**src/rtl/sampler_pkg.sv**
```systemverilog
// rtl/sampler_pkg.sv - shared state encodings and counter widths for dual_input_sampler
package sampler_pkg;

  typedef enum logic [1:0] {
    S_IDLE   = 2'd0,
    S_SETTLE = 2'd1,
    S_STABLE = 2'd2
  } state_t;

  localparam int STABLE_CNT_W = 4;
  localparam int GLITCH_CNT_W = 8;

endpackage

```
**src/rtl/sync_2ff.sv**
```systemverilog
// rtl/sync_2ff.sv - 1-bit two-flop synchroniser for an asynchronous level
module sync_2ff (
  input  logic clk,
  input  logic rst_n,
  input  logic i_d,
  output logic o_q
);

  logic r_meta;
  logic r_sync;

  always_ff @(posedge clk or negedge rst_n) begin
    if (!rst_n) begin
      r_meta <= 1'b0;
      r_sync <= 1'b0;
    end else begin
      r_meta <= i_d;
      r_sync <= r_meta;
    end
  end

  assign o_q = r_sync;

endmodule

```
**src/rtl/dual_input_sampler.sv**
```systemverilog
// rtl/dual_input_sampler.sv - synchronise, tick-sample and debounce two raw levels feeding and_gate
// Optional glitch counter port enabled by SAMPLER_GLITCH_CNT_EN.
module dual_input_sampler
  import sampler_pkg::*;
#(
  parameter int SAMPLE_DIV     = 100,
  parameter int STABLE_SAMPLES = 4
) (
  input  logic clk,
  input  logic rst_n,
  input  logic en,
  input  logic raw_1,
  input  logic raw_2,
  output logic input_1,
  output logic input_2,
  output logic sample_valid,
  output logic changed
`ifdef SAMPLER_GLITCH_CNT_EN
  ,
  output logic [GLITCH_CNT_W-1:0] glitch_count
`endif
);

  localparam int PRESC_W = (SAMPLE_DIV > 1) ? $clog2(SAMPLE_DIV) : 1;
  localparam logic [PRESC_W-1:0]      PRESC_MAX  = PRESC_W'(SAMPLE_DIV - 1);
  localparam logic [STABLE_CNT_W-1:0] STABLE_TGT = STABLE_CNT_W'(STABLE_SAMPLES);
  localparam logic [STABLE_CNT_W-1:0] CNT_ONE    = STABLE_CNT_W'(1);

  logic                    w_sync_1;
  logic                    w_sync_2;
  logic [1:0]              w_sync_pair;
  logic                    w_tick;

  logic [PRESC_W-1:0]      r_presc;
  state_t                  r_state;
  state_t                  w_state_nxt;
  logic [1:0]              r_cand;
  logic [1:0]              w_cand_nxt;
  logic [STABLE_CNT_W-1:0] r_cnt;
  logic [STABLE_CNT_W-1:0] w_cnt_nxt;
  logic [1:0]              r_out;
  logic                    w_load;
  logic                    r_changed;
  logic                    r_sample_valid;

  sync_2ff u_sync_1 (
    .clk   (clk),
    .rst_n (rst_n),
    .i_d   (raw_1),
    .o_q   (w_sync_1)
  );

  sync_2ff u_sync_2 (
    .clk   (clk),
    .rst_n (rst_n),
    .i_d   (raw_2),
    .o_q   (w_sync_2)
  );

  assign w_sync_pair = {w_sync_2, w_sync_1};
  assign w_tick      = en && (r_presc == PRESC_MAX);

  always_ff @(posedge clk or negedge rst_n) begin
    if (!rst_n) begin
      r_presc <= '0;
    end else if (!en || (r_presc == PRESC_MAX)) begin
      r_presc <= '0;
    end else begin
      r_presc <= r_presc + 1'b1;
    end
  end

  // Both output bits load together from cand, only on entry to (or re-confirmation in) S_STABLE.
  always_comb begin
    w_state_nxt = r_state;
    w_cand_nxt  = r_cand;
    w_cnt_nxt   = r_cnt;
    w_load      = 1'b0;
    if (!en) begin
      w_state_nxt = S_IDLE;
    end else begin
      case (r_state)
        S_IDLE: begin
          w_state_nxt = S_SETTLE;
          w_cnt_nxt   = '0;
        end
        S_SETTLE: begin
          if (w_tick) begin
            if (w_sync_pair == r_cand) begin
              w_cnt_nxt = r_cnt + CNT_ONE;
            end else begin
              w_cand_nxt = w_sync_pair;
              w_cnt_nxt  = CNT_ONE;
            end
            if (w_cnt_nxt == STABLE_TGT) begin
              w_state_nxt = S_STABLE;
              w_load      = (w_cand_nxt != r_out);
            end
          end
        end
        S_STABLE: begin
          if (w_tick && (w_sync_pair != r_cand)) begin
            w_cand_nxt = w_sync_pair;
            w_cnt_nxt  = CNT_ONE;
            // With a single-sample debounce a new value is confirmed on its first tick.
            if (CNT_ONE == STABLE_TGT) begin
              w_load = (w_cand_nxt != r_out);
            end else begin
              w_state_nxt = S_SETTLE;
            end
          end
        end
        default: begin
          w_state_nxt = S_IDLE;
        end
      endcase
    end
  end

  always_ff @(posedge clk or negedge rst_n) begin
    if (!rst_n) begin
      r_state        <= S_IDLE;
      r_cand         <= 2'b00;
      r_cnt          <= '0;
      r_out          <= 2'b00;
      r_changed      <= 1'b0;
      r_sample_valid <= 1'b0;
    end else begin
      r_state        <= w_state_nxt;
      r_cand         <= w_cand_nxt;
      r_cnt          <= w_cnt_nxt;
      r_changed      <= w_load;
      r_sample_valid <= w_tick;
      if (w_load) begin
        r_out <= w_cand_nxt;
      end
    end
  end

`ifdef SAMPLER_GLITCH_CNT_EN
  logic                    w_glitch_inc;
  logic [GLITCH_CNT_W-1:0] r_glitch_cnt;

  assign w_glitch_inc = w_tick && (r_state == S_SETTLE) &&
                        (w_sync_pair != r_cand) && (r_cnt < STABLE_TGT);

  always_ff @(posedge clk or negedge rst_n) begin
    if (!rst_n) begin
      r_glitch_cnt <= '0;
    end else if (w_glitch_inc && (r_glitch_cnt != {GLITCH_CNT_W{1'b1}})) begin
      r_glitch_cnt <= r_glitch_cnt + 1'b1;
    end
  end

  assign glitch_count = r_glitch_cnt;
`endif

  assign input_1      = r_out[0];
  assign input_2      = r_out[1];
  assign sample_valid = r_sample_valid;
  assign changed      = r_changed;

endmodule

```
**config.mk**
```make
export PLATFORM = sky130hd
export DESIGN_NAME = dual_input_sampler
export DESIGN_NICKNAME = d
export VERILOG_FILES = /design/src/rtl/sampler_pkg.sv /design/src/rtl/sync_2ff.sv /design/src/rtl/dual_input_sampler.sv
export SDC_FILE = /design/constraint.sdc
export NUM_CORES = 1
export LEC_CHECK = 0
export BUFFER_PORTS_ARGS = -buffer_cell sky130_fd_sc_hd__buf_2
export CORE_MARGIN = 2
export CORE_UTILIZATION = 44
export CTS_CLUSTER_DIAMETER = 60
export CTS_CLUSTER_SIZE = 28
export DETAILED_ROUTE_END_ITERATION = 16
export PLACE_DENSITY = 0.71
export SLEW_MARGIN = 10
export SYNTH_ARGS = -nofsm -noshare
export SYNTH_HDL_FRONTEND = slang
export SYNTH_SLANG_ARGS = --single-unit
```
**constraint.sdc**
```tcl
create_clock -name clk -period 7.4 [get_ports clk]
set_clock_uncertainty 0.1 [all_clocks]
set_input_delay 0.37 -clock clk [delete_from_list [all_inputs] [get_ports clk]]
set_output_delay 0.37 -clock clk [all_outputs]
set_load 0.01 [all_outputs]
```
## After elaboration in Yosys (flattened, before gate mapping)

Index checks and enable logic that the tools add are counted.

- Register bits: 23
- Output and inout bits: 4
- Input bits: 5

- Equality and inequality tests: 12
- Reductions and logical operators: 8
- Multiplexer cells: 25
- Add/sub/neg operators: 2

Operator list:

| operator | number |
|---|---|
| $mux W4 | 6 |
| $mux W2 | 11 |
| $pmux W4 S3 | 1 |
| $ne A3 B3 Y1 const B | 3 |
| $add A7 B1 Y7 const B | 1 |
| $eq A7 B7 Y1 const B | 1 |
| $mux W7 | 1 |
| $pmux W2 S3 | 1 |
| $add A4 B1 Y4 const B | 1 |
| $eq A4 B3 Y1 const B | 1 |
| $mux W1 | 4 |
| $ne A2 B2 Y1 | 2 |
| $ne A2 B2 Y1 const B | 2 |
| $pmux W2 S2 | 1 |
| $reduce_and A4 Y1 | 1 |
| $reduce_and A3 Y1 | 1 |
| $reduce_bool A3 Y1 | 1 |
| $eq A2 B1 Y1 const B | 1 |
| $eq A2 B2 Y1 | 1 |
| $eq A2 B2 Y1 const B | 1 |
| $logic_and A1 B1 Y1 | 2 |
| $logic_not A2 Y1 | 1 |
| $logic_not A1 Y1 | 1 |
| $logic_or A1 B1 Y1 | 1 |

## Logic depth before layout (Yosys ltp)

- Depth in word-level cells: 10
- Gate-level depth with buffers: 7
- Depth with buffers taken out: 7

## Cells and area by module

Synthesis repeated with hierarchy kept, for this count alone.

- Cells, all modules: 100
- Area, all modules: 1136.1 µm²

By module, submodules not included:

| module | cells each | times used | area an instance (µm²) |
|---|---|---|---|
| dual_input_sampler | 96 | 1 | 1036.0 |
| sync_2ff | 2 | 2 | 50.0 |

## Worst setup path before layout

No wires, ideal clock.

- Kind: reg-to-reg
- From: register r_cnt[0]
- To: register r_out[0]
- Path buffers: 0
- Stages on the path, launching flop included: 7
- Arrival time: 2.098 ns
- Clock period less this slack: 2.326 ns
- Library setup time: 0.128 ns
- Path slack: 5.074 ns
- Cells stage by stage: dfrtp_1 > ha_1 > nand2b_1 > and2_0 > or4b_4 > or3_4 > mux2_1

- Longest elaborated chain between the ends: 10

RTL lines:

| item | line | text |
|---|---|---|
| start: declaration | dual_input_sampler.sv:39 | `logic [STABLE_CNT_W-1:0] r_cnt;` |
| start signal: assignment | dual_input_sampler.sv:131 | `r_cnt <= w_cnt_nxt;` |
| $add A4 B1 Y4 | dual_input_sampler.sv:90 | `w_cnt_nxt = r_cnt + CNT_ONE;` |
| $mux W4 | dual_input_sampler.sv:89 | `if (w_sync_pair == r_cand) begin` |
| $mux W4 | dual_input_sampler.sv:88 | `if (w_tick) begin` |
| $mux W4 | dual_input_sampler.sv:82 | `case (r_state)` |
| $mux W4 | dual_input_sampler.sv:79 | `if (!en) begin` |
| $eq A4 B3 Y1 | dual_input_sampler.sv:95 | `if (w_cnt_nxt == STABLE_TGT) begin` |
| $mux W1 | dual_input_sampler.sv:95 |  |
| $mux W1 | dual_input_sampler.sv:88 |  |
| $mux W1 | dual_input_sampler.sv:82 |  |
| $mux W1 | dual_input_sampler.sv:79 |  |
| end signal: assignment | dual_input_sampler.sv:135 | `r_out <= w_cand_nxt;` |
| end: declaration | dual_input_sampler.sv:41 | `logic [1:0] r_out;` |

No other way between the ends. The select of a mux whose other input is x is not followed.
A chain may end at the register's enable or synchronous reset.

## Worst setup path after layout

Ends and elaborated chain as after synthesis.

==> impl_metrics.env <==
export IMPL_yosysMostFrequentCell="dfrtp_1"
export IMPL_synthTopCellsByCount="dfrtp_1, nor2_1, xor2_1"
export IMPL_die_width_um=54.9
export IMPL_synth_seq_cells=23
export IMPL_drtIter0Drc=10
export IMPL_drc=0
export IMPL_io_buffers=8
export IMPL_ant_nets=0
export IMPL_ys_seq_area_share_pct=50.5
export IMPL_drv_cap=0
export IMPL_synth_async_reset_ratio_pct=100
export IMPL_grt_max_degree=24
export IMPL_syn_num_nets=113
export IMPL_cp_arrival_ps=2510
export IMPL_finalSetupViolCount=0
export IMPL_cts_buffers=3
export IMPL_path_clk_slew_ps=120
export IMPL_stdcell_count=144
export IMPL_post_cts_buffers=0
export IMPL_core_area_sq_um=2450
export IMPL_synthFlopType="dfrtp_1"
export IMPL_htreeDepth=1
export IMPL_grt_use_total_pct=15.0
export IMPL_die_h_um=54.9
export IMPL_dp_hpwl_mm=1.45
export IMPL_antennaDiodeCount=0
export IMPL_vdd_drop_max_mv=0.206
export IMPL_dpl_instance_area_sq_um=1210
export IMPL_first_global_vias=697
export IMPL_synth_top_area_share_pct=50.5
export IMPL_gp_congestion=0.790
export IMPL_rsz0062_at_grt="false"
export IMPL_overflow=0
export IMPL_avgRoutedWirePerCell_um=12.6
export IMPL_critPathMaxFanout=4
export IMPL_clkLatencyLatePin_ps=290
export IMPL_start_util_pct=46.4
export IMPL_critPathLaunchType="register"
export IMPL_status="complete, no violations"
export IMPL_clock_root_buffer="clkbuf_4"
export IMPL_cts_sinks=23
export IMPL_layout_drive_gt1_share_pct=15.8
export IMPL_cts_tree="built"
export IMPL_final_area_sq_um=1250
export IMPL_yosys_top_cells_area="dfrtp_1, ha_1, xor2_1"
export IMPL_critPathCaptureType="register"
export IMPL_cts_resized_gates=0
export IMPL_num_vias=752
export IMPL_max_freq_mhz=415
export IMPL_drv_slew=0
export IMPL_power_leakage_nw=0.604
export IMPL_hold_viol_final=0
export IMPL_synth_cell_types=32
export IMPL_dieArea_sq_um=3010
export IMPL_tightest_slew_ps=489
export IMPL_ioPinCount=9
export IMPL_slew_headroom_pct=67.4
export IMPL_tns_ps=0
export IMPL_grt_pass1_wl_mm=3.14
export IMPL_fin_nets=126
export IMPL_cts_hold_buf=1
export IMPL_first_pass_iters=4
export IMPL_hold_path_class="input pin to register"
export IMPL_std_cell_rows=18
export IMPL_powerDensity_nw_per_um2=222
export IMPL_finalCritPeriodShare_pct=32.6
export IMPL_synth_top_cell_by_area="dfrtp_1"
export IMPL_synth_area_per_cell_sq_um=11.2
export IMPL_fin_total_pwr_mw=0.278
export IMPL_syn_to_final_growth_pct=9.66
export IMPL_min_period_ps=2410
export IMPL_synth_edf_count=0
export IMPL_wl_mm=1.82
export IMPL_antenna_found_initial=0
export IMPL_crit_required_ps=7490
export IMPL_critPathKind="register to register"
export IMPL_drt_vias_per_instance=5.22
export IMPL_cts_buffer_depth=2
export IMPL_synth_warnings=0
export IMPL_dp_cells=139
export IMPL_synthesis_area_sq_um=1140
export IMPL_synth_cells=102
-- worst max-delay path, cell delays in order (launching register included) --
cell	delay [ps]
dfrtp_1	440
ha_1	250
nand2b_1	160
and2_0	130
or4b_4	520
or3_4	400
mux2_1	310
-- stage by stage --
step                      setup slack (ps)  hold slack [ps]  utilization (%)
after global placement                5030              237             49.4
after global routing                  4890             45.2             50.9
after detailed placement              4990              247             49.4
after CTS                             4980             62.8             50.9
after floorplan                       5070            -25.6                -
final                                 4990             70.6             50.9
-- power by group --
group,switching [mW],leakage (nW),internal [mW]
registers,0.0101,0.308,0.135
clock network,0.0349,0.0177,0.0201
logic,0.0464,0.278,0.0314
total,0.0913,0.604,0.186
-- layer usage --
metal / up-vias / track usage (%) / share of wire [%]
met1: 358 / 20.3 / 47
met5: - / 0 / 0
met4: 0 / 6.10 / 2.0
met3: 4 / 2.69 / 3.3
met2: 14 / 23.8 / 47
li1: 376 / - / -
-- flip-flops by register name (all words and copies together) (netlist names) --
signal	count
u_sync_1.r_meta	1
u_sync_2.o_q	1
u_sync_2.r_meta	1
r_state	2
changed	1
r_cand	2
u_sync_1.o_q	1
r_out	2
sample_valid	1
r_cnt	4
r_presc	7
-- area by class of cell --
class	instances	area [sq um]
Tap cell	30	37.5
Timing Repair Buffer	9	50.0
Fill cell	237	1200
Clock inverter	1	5.00
Multi-Input combinational cell	72	537
Inverter	6	22.5
Sequential cell	23	576
Clock buffer	3	22.5
-- logic make-up (layout without fill, tap and decap cells) --
family / after synthesis / in the layout / share of synthesized area (%)
buf+inv: 7 / 19 / 2.41
flops: 23 / 23 / 50.5
xor+xnor: 10 / 10 / 7.68
simple gates: 34 / 34 / 17.7
fa+ha+maj: 6 / 6 / 6.59
compound gates: 18 / 18 / 11.4
mux: 4 / 4 / 3.73
-- path summary, 6_finish.rpt --
check                                          start                        end  slack [ps]  cells after the start
setup / recovery                r_cnt[0]$_DFFE_PN0P_       r_out[0]$_DFFE_PN0P_        4990                      6
hold / removal                                 raw_1  u_sync_1.r_meta$_DFF_PN0_          70                      1
setup reg to reg                r_cnt[0]$_DFFE_PN0P_       r_out[0]$_DFFE_PN0P_        4990                      6
hold reg to reg            u_sync_1.r_meta$_DFF_PN0_     u_sync_1.o_q$_DFF_PN0_         270                      0
max in group asynchronous                      rst_n          changed$_DFF_PN0_        6420                      2
min in group asynchronous                      rst_n       r_presc[0]$_DFF_PN0_         450                      2
-- layout by cell type, fill, tap and decap left out, types with 2 or more instances in the layout --
cell type and count:
mux2_1 2, ha_1 6, and2_1 2, mux2i_1 2
dfrtp_1 23, xnor2_1 3, a22o_1 2, xor2_1 7
clkbuf_4 3, nand3_1 6, a21oi_1 2, and3_1 2
nand2_1 6, nor2_1 7, inv_1 6, nand2b_1 2
o41ai_1 3, buf_2 8, o21ai_0 6
(Power assumes the default switching activity.)
